$ cat config.mk
export PLATFORM = sky130hd
export DESIGN_NAME = regbus_master
export DESIGN_NICKNAME = d
export VERILOG_FILES = /design/src/rtl/regbus_master.sv
export SDC_FILE = /design/constraint.sdc
export NUM_CORES = 1
export LEC_CHECK = 0
export CAP_MARGIN = 20
export CELL_PAD_IN_SITES_DETAIL_PLACEMENT = 1
export CELL_PAD_IN_SITES_GLOBAL_PLACEMENT = 1
export CORE_AREA = 3 3 52 54
export CTS_BUF_LIST = sky130_fd_sc_hd__clkbuf_16
export DETAILED_ROUTE_END_ITERATION = 7
export DIE_AREA = 0 0 55 57
export GPL_TIMING_DRIVEN = 0
export PLACE_DENSITY_LB_ADDON = 0.1
export SYNTH_ARGS = -nofsm -noshare
export SYNTH_HDL_FRONTEND = slang
export SYNTH_SLANG_ARGS = --single-unit
$ cat constraint.sdc
create_clock -name clk -period 3.7 [get_ports clk]
set_input_delay 0.555 -clock clk [delete_from_list [all_inputs] [get_ports clk]]
set_output_delay 0.555 -clock clk [all_outputs]
set_load 0.05 [all_outputs]
$ cat src/rtl/regbus_master.sv
// regbus_master: single-outstanding initiator for the 4-bit register bus.
// Takes one command from an upstream source, issues it to the responders,
// waits for the one-cycle ack and returns a single-cycle response.
// A command whose data is 4'b1111 is a read query; anything else is a write.
//
// Build option: define REGBUS_TIMEOUT_EN to include the REQ timeout counter.
// Without it the master waits in REQ indefinitely and TIMEOUT is only
// range-checked.
//
// state | meaning
// ------+-----------------------------------------------------------------
// IDLE  | ready for a command (cmd_ready high)
// REQ   | request on the bus, waiting for bus_ack (or for the timeout)
// GAP   | one cycle with bus_valid low for the responder's turnaround

module regbus_master #(
    parameter int TIMEOUT = 15
) (
    input  logic       clk,
    input  logic       rst,
    input  logic [3:0] cmd_addr,
    input  logic [3:0] cmd_data,
    input  logic       cmd_valid,
    output logic       cmd_ready,
    output logic [3:0] bus_address,
    output logic [3:0] bus_data,
    output logic       bus_valid,
    input  logic       bus_ack,
    input  logic [3:0] bus_rdata,
    input  logic       bus_rdata_valid,
    output logic [3:0] rsp_data,
    output logic       rsp_error,
    output logic       rsp_valid
);

    localparam logic [3:0] RD_QUERY = 4'b1111;

    // The timeout counter is 8 bits, so TIMEOUT must fit in 1..255.
    if (TIMEOUT < 1 || TIMEOUT > 255) begin : g_bad_timeout
        $error("regbus_master: TIMEOUT must be in 1..255");
    end

    typedef enum logic [1:0] {
        IDLE = 2'd0,
        REQ  = 2'd1,
        GAP  = 2'd2
    } state_t;

    state_t     state, state_n;
    logic [3:0] bus_address_n;
    logic [3:0] bus_data_n;
    logic       bus_valid_n;
    logic [3:0] rsp_data_n;
    logic       rsp_error_n;
    logic       rsp_valid_n;

`ifdef REGBUS_TIMEOUT_EN
    // Last counter value before the request is abandoned: the error shows
    // up after the TIMEOUT-th edge in REQ, so bus_valid is high TIMEOUT cycles.
    localparam logic [7:0] TO_LAST = 8'(TIMEOUT - 1);

    logic [7:0] to_cnt, to_cnt_n;
`endif

    assign cmd_ready = (state == IDLE);

    // Register the state and every bus/response output.
    always_ff @(posedge clk or posedge rst) begin
        if (rst) begin
            state       <= IDLE;
            bus_address <= 4'd0;
            bus_data    <= 4'd0;
            bus_valid   <= 1'b0;
            rsp_data    <= 4'd0;
            rsp_error   <= 1'b0;
            rsp_valid   <= 1'b0;
`ifdef REGBUS_TIMEOUT_EN
            to_cnt      <= 8'd0;
`endif
        end else begin
            state       <= state_n;
            bus_address <= bus_address_n;
            bus_data    <= bus_data_n;
            bus_valid   <= bus_valid_n;
            rsp_data    <= rsp_data_n;
            rsp_error   <= rsp_error_n;
            rsp_valid   <= rsp_valid_n;
`ifdef REGBUS_TIMEOUT_EN
            to_cnt      <= to_cnt_n;
`endif
        end
    end

    // Next state and next register values; rsp_valid defaults low so it is
    // a single-cycle strobe, everything else holds unless changed below.
    always_comb begin
        state_n       = state;
        bus_address_n = bus_address;
        bus_data_n    = bus_data;
        bus_valid_n   = bus_valid;
        rsp_data_n    = rsp_data;
        rsp_error_n   = rsp_error;
        rsp_valid_n   = 1'b0;
`ifdef REGBUS_TIMEOUT_EN
        to_cnt_n      = to_cnt;
`endif

        case (state)
            IDLE: begin
                if (cmd_valid) begin
                    bus_address_n = cmd_addr;
                    bus_data_n    = cmd_data;
                    bus_valid_n   = 1'b1;
`ifdef REGBUS_TIMEOUT_EN
                    to_cnt_n      = 8'd0;
`endif
                    state_n       = REQ;
                end
            end

            REQ: begin
                if (bus_ack) begin
                    // An ack always wins, even on the edge the timeout would fire.
                    bus_valid_n = 1'b0;
                    rsp_valid_n = 1'b1;
                    state_n     = GAP;
                    if (bus_data == RD_QUERY) begin
                        if (bus_rdata_valid) begin
                            rsp_data_n  = bus_rdata;
                            rsp_error_n = 1'b0;
                        end else begin
                            rsp_data_n  = 4'd0;
                            rsp_error_n = 1'b1;
                        end
                    end else begin
                        rsp_data_n  = bus_data;
                        rsp_error_n = 1'b0;
                    end
                end
`ifdef REGBUS_TIMEOUT_EN
                else begin
                    to_cnt_n = to_cnt + 8'd1;
                    if (to_cnt == TO_LAST) begin
                        bus_valid_n = 1'b0;
                        rsp_valid_n = 1'b1;
                        rsp_error_n = 1'b1;
                        rsp_data_n  = 4'd0;
                        state_n     = GAP;
                    end
                end
`endif
            end

            GAP: begin
                state_n = IDLE;
            end

            default: begin
                state_n     = IDLE;
                bus_valid_n = 1'b0;
            end
        endcase
    end

endmodule

==> impl_metrics.csv <==
group,metric,value,unit
setup_path,setup.reg_to_reg.worst_slack,2.42,ns
logic_synthesis,ys_warn_count,0,
logic_synthesis,post_synth_inst_count,57,
clock_network,post_cts_resize_count,0,
sta,timing.final.ws_setup,1.53,ns
clock_network,clock_tree_from_tritoncts,"built",
logic_synthesis,yosys.cell_types.count,16,
route,route.vias.total,563,
cells_and_area,area.sequential,425,um2
min_path,holdCritStartpoint,"rsp_data[3]",
global_route,gr-total-overflow,0,
placement,pre_cts_slack,1.78,ns
setup_path,crit_type,"flip-flop to primary output",
logic_synthesis,postSynthAreaPerCell,12.6,um2
placement,routabilityCongestion,0.693,
clock_network,cts_post_setup_buffers_inserted,0,
global_route,antenna_found_initial,0,
route,detailedRoute.firstIterationViolations,8,
global_route,grt_start_max_net_pins,18,
clock_network,cts.clk_slew.worst_paths,0.05,ns
sta,fin_hold_ws,0.474,ns
sta,number_of_failing_hold_endpoints_at_the_final_stage,0,
placement,detailedPlacementHpwl,1.24,mm
route,post-route-drc-count,0,
cells_and_area,layout.filler_cells,259,
clock_network,cts_sinks,17,
sta,final_period_minus_worst_setup_slack,2.17,ns
logic_synthesis,yosys_register_bits,17,
outcome,outcome,"complete, no violations",
sta,tns,0,ns
power_and_ir_drop,power.ir.vdd_worst,500,uV
placement,placement.io_buffers,32,
floorplanning,fp.dieW,55,um
cells_and_area,finalNonFillerCells,121,
min_path,hold_class,"flip-flop to flip-flop",
min_path,timing.hold.worst_path_depth,2,
power_and_ir_drop,p_leak,0.521,nW
logic_synthesis,synth_area,717,um2
min_path,worst_hold_path_ep,"rsp_data[3]",
route,finalWirelength,1.70,mm
logic_synthesis,postSynthNetCount,74,
sta,skew,0.00111,ns
floorplanning,die_area,3140,um2
clock_network,cts-buffers-inserted,3,
floorplanning,io_pins,33,
cells_and_area,layout-area-overhead-vs-synth,60.6,%
placement,placed_cells,117,
setup_path,worstSetupStartpointType,"flip-flop",
cells_and_area,final_layout_size_suffix_gt1_frac,0.161,
floorplanning,die_height,57,um
route,route.detailed.wl_per_inst,14.1,um
route,drt-pass1-iter-count,2,
setup_path,timing.critical_path.to_type,"primary output",
cells_and_area,antennaDiodeCount,0,
cells_and_area,layout.cell_area.non_filler,1150,um2
sta,tightestPinTransition,0.645,ns
setup_path,r2r_cells,4,
clock_network,quantity_of_hold_fixing_buffers_added_after_cts,0,
setup_path,critical_path_rt,3.14,ns
setup_path,r2r-end,"bus_address[0]",
floorplanning,std_cell_rows,17,
clock_network,htree_num_levels,1,
route,viasPerCell,4.65,
logic_synthesis,synth-edff-count,0,
cells_and_area,layout.nets,111,
sta,max-slew-margin-rel,0.570,
power_and_ir_drop,power.density_cell_area,1030,nW/um2
placement,placement.cell_area,1070,um2
clock_network,cts.root.buffer_cell,"sky130_fd_sc_hd__clkbuf_16",
sta,timing_max_transition_violations_final,0,
sta,rsz_0062_raised_after_global_routing,"no",
setup_path,path_max_fanout,5,
logic_synthesis,async_reset_ff_frac,1.00,
logic_synthesis,share_of_the_yosys_chip_area_belonging_to_registers,0.593,
flow_run,max_cap_violations,0,
floorplanning,initial_core_util,0.318,
setup_path,rr_startpoint,"state[0]",
clock_network,clock_insertion_delay_at_the_later_pin_of_the_skew_report,0.25,ns
route,ant_nets,0,
sta,fmaxAchievable,461,MHz
global_route,track_usage,0.124,
sta,min_period_over_period,0.587,
clock_network,cts_buffer_depth,2,
cells_and_area,multi_input_gate_area_in_the_final_layout,262,um2
global_route,grt_first_pass_wirelength,2.78,mm
logic_synthesis,dominantRegCellSynth,"sky130_fd_sc_hd__dfrtp_1",
global_route,vias_in_the_first_global_route,597,
setup_path,worst_ep_arrival_time,1.62,ns
cells_and_area,finalCoreUtilization,0.511,
power_and_ir_drop,post-layout-total-power,1.19,mW
sta,setup_viol_count_final,0,
floorplanning,floorplan_core_area,2250,um2
final cells by class:
class                   count  area share
clock inverters             1     0.00326
repair buffers             32       0.278
flip-flops and latches     17       0.370
well taps                  28      0.0304
inverters                   5      0.0163
multi-input cells          34       0.227
plain buffers               1     0.00978
clock buffers               3      0.0652
report_power, final:
part | switching [mW] | internal [mW]
Sequential | 0.0663 | 0.269
Clock | 0.0704 | 0.143
Combinational | 0.390 | 0.248
routing by layer:
metal	track usage	routed length (um)
met1	0.155	690
met2	0.198	887
met3	0.0418	101
met4	0.0417	25
met5	0	0
cell usage after synthesis, types with 4 or more instances:
master | instances | share of area
sky130_fd_sc_hd__inv_1 | 5 | 0.026
sky130_fd_sc_hd__mux2_4 | 8 | 0.17
sky130_fd_sc_hd__a21oi_1 | 4 | 0.028
sky130_fd_sc_hd__nand2_1 | 9 | 0.047
sky130_fd_sc_hd__o21ai_0 | 4 | 0.028
sky130_fd_sc_hd__dfrtp_1 | 17 | 0.59
flip-flops by register name, summed over array words and instances, names as in the netlist:
name and cells:
bus_address 4, bus_data 4, rsp_data 4, state 2, bus_valid 1, rsp_error 1, rsp_valid 1
cell families (layout without fill, tap and decap cells):
kind of cell	Yosys count	count (layout)	share of synthesized area
compound gates	12	12	0.0995
buf+inv	6	42	0.0419
flops	17	17	0.593
mux	8	8	0.168
simple gates	14	14	0.0977
layout by cell type, fill, tap and decap left out, types with 3 or more instances in the layout:
cell type and n:
sky130_fd_sc_hd__o21ai_0 4, sky130_fd_sc_hd__inv_1 6, sky130_fd_sc_hd__a21oi_1 4, sky130_fd_sc_hd__clkbuf_16 3
sky130_fd_sc_hd__clkdlybuf4s50_1 32, sky130_fd_sc_hd__mux2_4 8, sky130_fd_sc_hd__nand2_1 9, sky130_fd_sc_hd__dfrtp_1 17
worst max path at each step:
stage,slack (ns),cells after the start,from,end
after detailed placement,1.78,2,state[1],cmd_ready
after floorplan,2.05,4,state[0],bus_address[0]
after global routing,1.47,2,state[0],cmd_ready
after CTS,1.51,2,state[1],cmd_ready
after global placement,1.79,2,state[0],cmd_ready
final,1.53,2,state[0],cmd_ready
critical path: stages, from the launching register on:
cell	delay, ns
sky130_fd_sc_hd__dfrtp_1	0.43
sky130_fd_sc_hd__nor2_2	0.13
sky130_fd_sc_hd__clkdlybuf4s50_1	0.81
Note: power is estimated with default switching activity, not from simulation.
